### src/rtl/lcd_pkg.sv
// Timing defaults, coordinate widths and sequencer states shared by the LCD
// raster generator and the text renderer that consumes its coordinates.
package lcd_pkg;

   localparam int H_SYNC_DEF    = 1;
   localparam int H_BACK_DEF    = 45;
   localparam int H_ACTIVE_DEF  = 800;
   localparam int H_FRONT_DEF   = 210;
   localparam int H_TOTAL_DEF   = H_SYNC_DEF + H_BACK_DEF + H_ACTIVE_DEF + H_FRONT_DEF;

   localparam int V_SYNC_DEF    = 1;
   localparam int V_BACK_DEF    = 22;
   localparam int V_ACTIVE_DEF  = 480;
   localparam int V_FRONT_DEF   = 22;
   localparam int V_TOTAL_DEF   = V_SYNC_DEF + V_BACK_DEF + V_ACTIVE_DEF + V_FRONT_DEF;

   localparam int GREST_CYC_DEF = 16;

   localparam int X_W           = 11;
   localparam int Y_W           = 10;
   localparam int FRAME_CNT_W   = 8;

   typedef enum logic [1:0] {
      ST_RESET     = 2'd0,
      ST_PANEL_RST = 2'd1,
      ST_RUN       = 2'd2
   } lcd_state_e;

   // Width able to hold the value n itself, so "one past the end" bounds fit.
   function automatic int cnt_width(input int n);
      return $clog2(n + 1);
   endfunction

endpackage

### src/rtl/mod_counter.sv
// Modulo-N up counter with enable. nxt_o is the value the counter takes on the
// coming edge; wrap_o flags an enabled step from N-1 back to 0.
module mod_counter #(
   parameter int N = 8,
   parameter int W = $clog2(N + 1)
) (
   input  logic         clk_i,
   input  logic         rst_i,
   input  logic         en_i,
   output logic [W-1:0] nxt_o,
   output logic         wrap_o
);

   localparam logic [W-1:0] LAST = W'(N - 1);

   logic [W-1:0] cnt_q;
   logic [W-1:0] cnt_d;
   logic         at_last;

   always_comb begin
      at_last = (cnt_q == LAST);
      cnt_d   = cnt_q;
      if (en_i) begin
         cnt_d = at_last ? '0 : cnt_q + W'(1);
      end
   end

   assign nxt_o  = cnt_d;
   assign wrap_o = en_i & at_last;

   always_ff @(posedge clk_i or posedge rst_i) begin
      if (rst_i) begin
         cnt_q <= '0;
      end else begin
         cnt_q <= cnt_d;
      end
   end

endmodule

### src/rtl/lcd_timing_gen.sv
// Panel raster timing: pixel-clock divider, GREST power-up hold, H/V counters
// and registered sync / DEN / coordinate decode for the LCD panel.
module lcd_timing_gen
   import lcd_pkg::*;
#(
   parameter int H_SYNC    = H_SYNC_DEF,
   parameter int H_BACK    = H_BACK_DEF,
   parameter int H_ACTIVE  = H_ACTIVE_DEF,
   parameter int H_FRONT   = H_FRONT_DEF,
   parameter int V_SYNC    = V_SYNC_DEF,
   parameter int V_BACK    = V_BACK_DEF,
   parameter int V_ACTIVE  = V_ACTIVE_DEF,
   parameter int V_FRONT   = V_FRONT_DEF,
   parameter int GREST_CYC = GREST_CYC_DEF
) (
   input  logic                   CLK,
   input  logic                   RST,
   output logic                   NCLK,
   output logic                   GREST,
   output logic                   HD,
   output logic                   VD,
   output logic                   DEN,
   output logic [X_W-1:0]         X,
   output logic [Y_W-1:0]         Y,
   output logic                   LINE_START,
   output logic                   FRAME_START,
   output logic [FRAME_CNT_W-1:0] FRAME_CNT,
   output lcd_state_e             dbg_state_o
);

   localparam int H_TOTAL = H_SYNC + H_BACK + H_ACTIVE + H_FRONT;
   localparam int V_TOTAL = V_SYNC + V_BACK + V_ACTIVE + V_FRONT;
   localparam int HW      = cnt_width(H_TOTAL);
   localparam int VW      = cnt_width(V_TOTAL);
   localparam int GW      = cnt_width(GREST_CYC);

   localparam logic [HW-1:0] H_SYNC_END = HW'(H_SYNC);
   localparam logic [HW-1:0] H_VIS_BEG  = HW'(H_SYNC + H_BACK);
   localparam logic [HW-1:0] H_VIS_END  = HW'(H_SYNC + H_BACK + H_ACTIVE);
   localparam logic [VW-1:0] V_SYNC_END = VW'(V_SYNC);
   localparam logic [VW-1:0] V_VIS_BEG  = VW'(V_SYNC + V_BACK);
   localparam logic [VW-1:0] V_VIS_END  = VW'(V_SYNC + V_BACK + V_ACTIVE);
   localparam logic [GW-1:0] G_LAST     = GW'(GREST_CYC - 1);

   lcd_state_e             state_q;
   logic                   phase_q;
   logic                   grest_q;
   logic [GW-1:0]          g_cnt_q;
   logic                   hd_q;
   logic                   vd_q;
   logic                   den_q;
   logic [X_W-1:0]         x_q;
   logic [Y_W-1:0]         y_q;
   logic                   ls_q;
   logic                   fs_q;
   logic [FRAME_CNT_W-1:0] fcnt_q;

   logic                   tick;
   logic [HW-1:0]          h_nxt;
   logic [VW-1:0]          v_nxt;
   logic                   h_wrap;
   logic                   v_wrap;

   logic                   hd_d;
   logic                   vd_d;
   logic                   h_vis;
   logic                   v_vis;
   logic                   den_d;
   logic [X_W-1:0]         x_d;
   logic [Y_W-1:0]         y_d;

   // A pixel tick is the CLK edge that drops NCLK, so everything the panel
   // samples settles a full CLK before the next NCLK rising edge.
   assign tick = (state_q == ST_RUN) && phase_q;

   mod_counter #(.N(H_TOTAL), .W(HW)) u_h_cnt (
      .clk_i  (CLK),
      .rst_i  (RST),
      .en_i   (tick),
      .nxt_o  (h_nxt),
      .wrap_o (h_wrap)
   );

   mod_counter #(.N(V_TOTAL), .W(VW)) u_v_cnt (
      .clk_i  (CLK),
      .rst_i  (RST),
      .en_i   (h_wrap),
      .nxt_o  (v_nxt),
      .wrap_o (v_wrap)
   );

   // Decode from the counts being loaded this edge so outputs move with them.
   always_comb begin
      hd_d  = (h_nxt >= H_SYNC_END);
      vd_d  = (v_nxt >= V_SYNC_END);
      h_vis = (h_nxt >= H_VIS_BEG) && (h_nxt < H_VIS_END);
      v_vis = (v_nxt >= V_VIS_BEG) && (v_nxt < V_VIS_END);
      den_d = h_vis && v_vis;
      x_d   = den_d ? X_W'(h_nxt - H_VIS_BEG) : '0;
      y_d   = v_vis ? Y_W'(v_nxt - V_VIS_BEG) : '0;
   end

   always_ff @(posedge CLK or posedge RST) begin
      if (RST) begin
         state_q <= ST_RESET;
         phase_q <= 1'b0;
         grest_q <= 1'b0;
         g_cnt_q <= '0;
         hd_q    <= 1'b1;
         vd_q    <= 1'b1;
         den_q   <= 1'b0;
         x_q     <= '0;
         y_q     <= '0;
         ls_q    <= 1'b0;
         fs_q    <= 1'b0;
         fcnt_q  <= '0;
      end else begin
         ls_q <= 1'b0;
         fs_q <= 1'b0;
         case (state_q)
            ST_RESET, ST_PANEL_RST: begin
               if (g_cnt_q == G_LAST) begin
                  state_q <= ST_RUN;
                  grest_q <= 1'b1;
               end else begin
                  state_q <= ST_PANEL_RST;
                  g_cnt_q <= g_cnt_q + GW'(1);
               end
            end
            ST_RUN: begin
               phase_q <= ~phase_q;
            end
            default: begin
               state_q <= ST_RESET;
            end
         endcase
         if (tick) begin
            hd_q  <= hd_d;
            vd_q  <= vd_d;
            den_q <= den_d;
            x_q   <= x_d;
            y_q   <= y_d;
            ls_q  <= h_wrap;
            fs_q  <= v_wrap;
            if (v_wrap) begin
               fcnt_q <= fcnt_q + FRAME_CNT_W'(1);
            end
         end
      end
   end

   assign NCLK        = phase_q;
   assign GREST       = grest_q;
   assign HD          = hd_q;
   assign VD          = vd_q;
   assign DEN         = den_q;
   assign X           = x_q;
   assign Y           = y_q;
   assign LINE_START  = ls_q;
   assign FRAME_START = fs_q;
   assign FRAME_CNT   = fcnt_q;
   assign dbg_state_o = state_q;

endmodule

### config.mk
export PLATFORM = sky130hd
export DESIGN_NAME = lcd_timing_gen
export DESIGN_NICKNAME = d
export VERILOG_FILES = /design/src/rtl/lcd_pkg.sv /design/src/rtl/mod_counter.sv /design/src/rtl/lcd_timing_gen.sv
export SDC_FILE = /design/constraint.sdc
export NUM_CORES = 1
export LEC_CHECK = 0
export BUFFER_PORTS_ARGS = -buffer_cell sky130_fd_sc_hd__buf_2
export CORE_UTILIZATION = 50
export CTS_CLUSTER_DIAMETER = 150
export CTS_CLUSTER_SIZE = 28
export DETAILED_ROUTE_END_ITERATION = 8
export HOLD_SLACK_MARGIN = 0.15
export PLACE_DENSITY_LB_ADDON = 0.1
export SYNTH_ARGS = -nofsm -noshare
export SYNTH_HDL_FRONTEND = slang
export SYNTH_HIERARCHICAL = 1
export SYNTH_SLANG_ARGS = --single-unit
### constraint.sdc
create_clock -name CLK -period 3.2 [get_ports CLK]
set_clock_uncertainty 0.1 [all_clocks]
set_input_delay 0.64 -clock CLK [delete_from_list [all_inputs] [get_ports CLK]]
set_output_delay 0.64 -clock CLK [all_outputs]
set_load 0.02 [all_outputs]
[Word level (Yosys, flattened, before mapping)]
Index checks and enable logic that the tools add are counted.
Operators by class
  reduce and logical (&&, ||, !) cells: 9
  bitwise gates (word level): 4
  multiply operators: 0
  add/subtract/negate cells: 6
  order comparisons: 6
  divide/modulo/power cells: 0
  shift operators: 0
  muxes and demuxes: 10
  equal/unequal tests: 5
Operator list (count)
  11-bit two-way mux: 3
  10-bit two-way mux: 3
  11-bit by 1-bit adder with 11-bit output, second input constant: 1
  11-bit equality test, second input constant: 1
  11-bit by 1-bit greater-or-equal comparator with 1-bit output, second input constant: 1
  11-bit by 6-bit greater-or-equal comparator with 1-bit output, second input constant: 1
  11-bit by 10-bit less-than comparator with 1-bit output, second input constant: 1
  11-bit by 6-bit subtractor with 11-bit output, second input constant: 1
  10-bit by 1-bit adder with 10-bit output, second input constant: 1
  10-bit equality test, second input constant: 1
  10-bit by 1-bit greater-or-equal comparator with 1-bit output, second input constant: 1
  10-bit by 5-bit greater-or-equal comparator with 1-bit output, second input constant: 1
  10-bit by 9-bit less-than comparator with 1-bit output, second input constant: 1
  10-bit by 5-bit subtractor with 10-bit output, second input constant: 1
  8-bit by 1-bit adder with 8-bit output, second input constant: 1
  2-bit AND reduction: 3
  5-bit by 1-bit adder with 5-bit output, second input constant: 1
  5-bit by 4-bit equality test with 1-bit output, second input constant: 1
  1-bit logical AND: 4
  2-bit one-hot mux with 2 select lines: 1
  1-bit AND: 2
  2-bit by 1-bit equality test with 1-bit output, second input constant: 1
  2-bit equality test, second input constant: 1
  2-bit zero test: 1
  4 further kinds: 6
Word-level totals
  ROM bits: 0
  bits in latches: 0
  bits of input ports: 2
  memories: 0
  output and inout bits: 38
  word-level logic and storage cells: 54
  bits in writable memories: 0
  register bits after elaboration: 64

[Depth between registers and ports, before layout]
  word-level depth: 8
  depth in mapped cells: 16
  depth with buffers taken out: 11

[Hierarchy]
The synthesis kept the hierarchy.
Modules (own cells, without submodules)
  lcd_timing_gen: cells each 209, sequential area each 1078.5 um2, area each 2159.6 um2, instances 1
  mod_counter at u_h_cnt: cells each 54, sequential area each 275.3 um2, area each 570.5 um2, instances 1
  mod_counter at u_v_cnt: cells each 56, sequential area each 250.2 um2, area each 540.5 um2, instances 1

[Worst setup path after synthesis]
Ideal clock, no wire load.
  path type: register to register
  start point: reg state_q[1], in the netlist dbg_state_o[1]
  end point: reg x_q[5], in the netlist X[5]
  arrival: 3.197 ns
  buffers on the path: 4
  cell stages (with the launch flop): 16
  path slack: -0.193 ns
  cell sequence: dfrtp_1 > nand3b_4 > inv_2 > buf_4 > buf_4 > nand2_1 > nor4_4 > buf_6 > and4_2 > nand3_1 > xnor2_1 > nor4_1 > o22ai_1 > nand4bb_1 > buf_4 > o31ai_1
Between the ends
  word-level cells in the longest chain between the ends: 8
RTL lines
  from (decl): RTL line lcd_timing_gen.sv:45  | lcd_state_e state_q;
  from (signal assigned): RTL line lcd_timing_gen.sv:105  | state_q <= ST_RESET;
  from (signal assigned): RTL line lcd_timing_gen.sv:123  | state_q <= ST_RUN;
  from (signal assigned): RTL line lcd_timing_gen.sv:126  | state_q <= ST_PANEL_RST;
  2-bit equality test *: RTL line lcd_timing_gen.sv:74  | assign tick = (state_q == ST_RUN) && phase_q;
  1-bit logical AND *: RTL line lcd_timing_gen.sv:74
  net tick: RTL line lcd_timing_gen.sv:58  | logic tick;
  1-bit AND *: RTL line mod_counter.sv:29  | assign wrap_o = en_i & at_last;
  net h_wrap: RTL line lcd_timing_gen.sv:61  | logic h_wrap;
  10-bit two-way mux *: RTL line mod_counter.sv:23  | if (en_i) begin
  net v_nxt[6]: RTL line lcd_timing_gen.sv:60  | logic [VW-1:0] v_nxt;
  10-bit by 5-bit greater-or-equal comparator with 1-bit output / 10-bit by 9-bit less-than comparator with 1-bit output (equally long branches): RTL line lcd_timing_gen.sv:97  | v_vis = (v_nxt >= V_VIS_BEG) && (v_nxt < V_VIS_END);
  1-bit logical AND *: RTL line lcd_timing_gen.sv:97
  1-bit logical AND *: RTL line lcd_timing_gen.sv:98  | den_d = h_vis && v_vis;
  11-bit two-way mux *: RTL line lcd_timing_gen.sv:99  | x_d = den_d ? X_W'(h_nxt - H_VIS_BEG) : '0;
  to (signal assigned): RTL line lcd_timing_gen.sv:112  | x_q <= '0;
  to (signal assigned): RTL line lcd_timing_gen.sv:141  | x_q <= x_d;
  to (decl): RTL line lcd_timing_gen.sv:52  | logic [X_W-1:0] x_q;
The timed path passes the listed nets; every way through them passes the cells marked *.
A chain may end at the register's enable or synchronous reset.

[Worst setup path after layout]
  start point: reg u_h_cnt.cnt_q[9]
  end point: reg x_q[3], in the netlist X[3]
Between the ends
  word-level cells in the longest chain between the ends: 7
RTL lines
  from (decl): RTL line mod_counter.sv:16  | logic [W-1:0] cnt_q;
  from (signal assigned): RTL line mod_counter.sv:35  | cnt_q <= cnt_d;
  11-bit equality test *: RTL line mod_counter.sv:21  | at_last = (cnt_q == LAST);
  1-bit AND *: RTL line mod_counter.sv:29
  net h_wrap: RTL line lcd_timing_gen.sv:61
  10-bit two-way mux *: RTL line mod_counter.sv:23
  net v_nxt[6]: RTL line lcd_timing_gen.sv:60
  10-bit by 5-bit greater-or-equal comparator with 1-bit output / 10-bit by 9-bit less-than comparator with 1-bit output (equally long branches): RTL line lcd_timing_gen.sv:97
  1-bit logical AND *: RTL line lcd_timing_gen.sv:97
  1-bit logical AND *: RTL line lcd_timing_gen.sv:98
  11-bit two-way mux *: RTL line lcd_timing_gen.sv:99
Marked as above.

==> impl_summary.md <==
Status
The flow ran to the end, and the final reports show no timing, DRC or antenna violations.

Flow run
Max-cap violations in this run came to 0.

Detailed routing
The detailed-route vias per instance is 5.53. The average wire length per cell after detail routing is 15.7 um. Once detail routing completed, the nets flagged for antenna violations numbered 0. The detailed router placed 2634 vias in this run.

The number of remaining DRC errors is 0. The DRC violation total after the first TritonRoute iteration is 104. The number of search-and-repair iterations in the first detailed-routing pass is 4. The final layout contains routed wiring with a total length of 7470 um.

Final layout
The post-route standard cell area excluding fillers is 4120 sq um. Leaving out filler cells and counting taps, the final layout contains 476. The final core utilization is 64.9%. The net count of the finished layout is 408. In the layout the commonest cells are 61 x sky130_fd_sc_hd__dfrtp_1, 45 x sky130_fd_sc_hd__nand2_1, 39 x sky130_fd_sc_hd__buf_2. The leading cell type in the layout, fill and taps excluded is sky130_fd_sc_hd__dfrtp_1. Compared with the post-synthesis result, the final layout area differs by 26.1%. The repair_antennas step left the layout with diodes totalling 0. The share of cells above drive strength 1 is 31.1%.

Timing
Setup repair after global routing could not meet its margin everywhere. The fmax is 323 MHz. The total setup violations reported at the end of the flow is 0. The count of final max-slew check failures is 0. The worst path uses 96.9% of the clock period. The slack of the critical path is 100 ps. In this run the tightest slew margin relative to its limit is 31.9%.

The smallest clock period supported by the final layout is computed as 3100 ps. For the pin with the worst max-slew slack, the measured transition is 1010 ps. The hold violation count in the final report is 0.

Global route
The remaining global-route overflow is 0. The first global-routing pass estimated 12200 um of wire. The via count of the first global-routing pass came to 2523. The total track usage is 22.6%. The maximum number of pins on one net before global-route repair is 37. The initial antenna violation count is 0.

Clock network
The clock reaches the later pin of the worst-skew pair after 340 ps. The number of buffers added by the clock tree synthesis step is 9. The library cell used as clock root buffer is sky130_fd_sc_hd__clkbuf_8. Buffers inserted to repair hold after CTS numbered 0.

The buffer depth of the longest clock path is 2. Clock-pin slew was measured on the worst setup and hold paths at 80 ps. TritonCTS built the clock tree. The H-tree was split into 3 levels. The clock drives 64 sinks.

Yosys
The register bit count reported by yosys is 64. The average instance in the mapped netlist occupies 10.3 sq um. Counting every instance in the synthesized netlist gives 319. The number of enable-type register cells in the synthesized netlist is 0. By area the synthesized netlist is led by sky130_fd_sc_hd__dfrtp_1 47%, sky130_fd_sc_hd__xnor2_1 6.2%, sky130_fd_sc_hd__nand2_1 5.2%. The cell type with the highest aggregate area in the netlist is sky130_fd_sc_hd__dfrtp_1.

Counting distinct cell types in the post-synthesis netlist gives 52. In the synthesized netlist the dominant register cell turns out to be sky130_fd_sc_hd__dfrtp_1. The post-synthesis instance area is 3270 sq um. The portion of synthesized cell area occupied by the leading cell type is 47.4%.

The post-synthesis async set-or-reset flop share is 100%. For this run, the register share of the synthesized area comes to 49.0%. The Yosys step of the flow raised 6 warnings. Synthesis produced a netlist with a net count of 333.

Die
The horizontal die dimension is 82.9 um. The count of standard-cell rows is 29. The count of pins on the block boundary is 40. The placeable core region is 6350 sq um. The initial utilization of the core area, before any placement, comes to 51.5%. The overall die height is 82.9 um.

The area enclosed by the die boundary is 6870 sq um.

Placement
The placed instances occupy a cell area of 3750 sq um. The number of buffers inserted by port buffering is 39. The detailed placer's ending HPWL is 5370 um. The total instance count after detailed placement is 456. The weighted congestion at the end of routability-driven global placement is 0.827.

At the placement stage, the worst setup path has a slack of -80.3 ps.

Pwr
Total power for the finished layout comes to 1670 uW. The power density over the cells is 406 nW/um^2. Summed over all cells, the static leakage comes to 0.00194 uW. VDD sags by at most 366 uV.

Worst setup path
The stage delay of the slowest cell on the critical path is 570 ps. STA classifies the critical path startpoint as a register. The critical path in this run is classified as reg -> reg. Together, buffers and inverters on the worst path number 3. The slowest cell on the critical path is sky130_fd_sc_hd__or4b_4. The maximum net fanout on the critical path is 11. Walking the worst path, the cells encountered are or4b_4 -> nor4_4 -> buf_6 -> and4_2 -> nand3_1 -> xnor2_2 -> buf_4 -> nand4_1 -> nor3_2 -> nand4bb_1 -> buf_6 -> o41ai_1.

The worst setup path is captured at a register. The cell that appears most often on the critical path is sky130_fd_sc_hd__buf_6. The arrival time reported for the critical path endpoint is 3230 ps. The data required time at the worst endpoint is 3330 ps. The family with the most delay on the worst path is simple AND/OR/NAND/NOR gates.

Min path
The worst min-delay path category is in -> async.
power breakdown:
part,internal [uW],switching (uW)
Sequential,808,0
Clock,518,328
Combinational,1.52,16.4
worst reg2reg max path: stages (launching register included):
cell and delay, ps:
sky130_fd_sc_hd__dfrtp_1 380, sky130_fd_sc_hd__or4b_4 570, sky130_fd_sc_hd__nor4_4 200, sky130_fd_sc_hd__buf_6 190, sky130_fd_sc_hd__and4_2 240, sky130_fd_sc_hd__nand3_1 120
sky130_fd_sc_hd__xnor2_2 180, sky130_fd_sc_hd__buf_4 160, sky130_fd_sc_hd__nand4_1 110, sky130_fd_sc_hd__nor3_2 60, sky130_fd_sc_hd__nand4bb_1 210, sky130_fd_sc_hd__buf_6 170
sky130_fd_sc_hd__o41ai_1 300
cell families (layout without fill, tap and decap cells):
group | Yosys count | in the layout | synth area share [%]
simple gates | 120 | 120 | 20.4
fa+ha+maj | 12 | 12 | 4.59
buf+inv | 29 | 109 | 3.98
compound gates | 60 | 60 | 12.7
mux | 2 | 2 | 0.689
xor+xnor | 32 | 32 | 8.57
flops | 64 | 64 | 49.0
through the flow:
| stage | TNS (ps) | hold slack [ps] |
|---|---|---|
| floorplan | 0 | 339 |
| global placement | 0 | 345 |
| detailed placement | -602 | 347 |
| CTS | 0 | 194 |
| global route | -184 | 214 |
| finish | 0 | 195 |
final timing paths:
path	startpoint	end	slack (ps)	depth (start not counted)
max reg2reg	u_h_cnt/cnt_q[9]	X[3]	100	12
min	RST	u_v_cnt/cnt_q[8]	200	2
max	u_h_cnt/cnt_q[9]	X[3]	100	12
max in group asynchronous	RST	X[3]	1960	3
min reg2reg	GREST	GREST	370	1
min in group CLK	GREST	GREST	370	1
per-layer routing:
metal | vias to the layer above | GRT usage [%] | wire length, um
li1 | 1285 | - | -
met1 | 1277 | 31.6 | 3680
met2 | 60 | 33.9 | 3390
met3 | 12 | 5.27 | 269
met4 | 0 | 9.40 | 134
met5 | - | 0 | 0
layout make-up:
type	instances	area [sq um]
fill	518	2230
multi-input combinational	226	1640
sequential	64	1610
timing repair buffer	74	465
clock buffer	9	124
clock inverter	7	119
tap	77	96.3
inverter	19	71.3
state kept, by name (all words and copies together), names as in the netlist:
register / count
X: 11
LINE_START: 1
FRAME_CNT: 8
DEN: 1
dbg_state_o: 2
VD: 1
u_v_cnt/cnt_q: 10
GREST: 1
Y: 10
g_cnt_q: 5
u_h_cnt/cnt_q: 11
FRAME_START: 1
NCLK: 1
HD: 1
synthesized netlist by cell type (3+ instances only):
cell type	instances
sky130_fd_sc_hd__o22ai_1	3
sky130_fd_sc_hd__or4_1	3
sky130_fd_sc_hd__xnor2_1	23
sky130_fd_sc_hd__xor2_1	9
sky130_fd_sc_hd__dfrtp_1	62
sky130_fd_sc_hd__inv_1	18
sky130_fd_sc_hd__o31ai_1	16
sky130_fd_sc_hd__a21oi_1	8
sky130_fd_sc_hd__buf_4	3
sky130_fd_sc_hd__nand3b_1	3
sky130_fd_sc_hd__nand3_1	6
sky130_fd_sc_hd__ha_1	12
sky130_fd_sc_hd__nor2_1	13
sky130_fd_sc_hd__nor3_1	8
sky130_fd_sc_hd__nand2b_1	8
sky130_fd_sc_hd__o21ai_0	13
sky130_fd_sc_hd__nand2_1	45
sky130_fd_sc_hd__clkbuf_1	4
sky130_fd_sc_hd__and3_1	3
sky130_fd_sc_hd__a21o_1	3
sky130_fd_sc_hd__nand4_1	12
sky130_fd_sc_hd__nor4_1	4
repair_timing:
item,CTS,global route
pin swaps,3,5
resized for setup,3,15
buffers inserted,2,2
setup endpoints to repair,19,20
(Power assumes the default switching activity.)
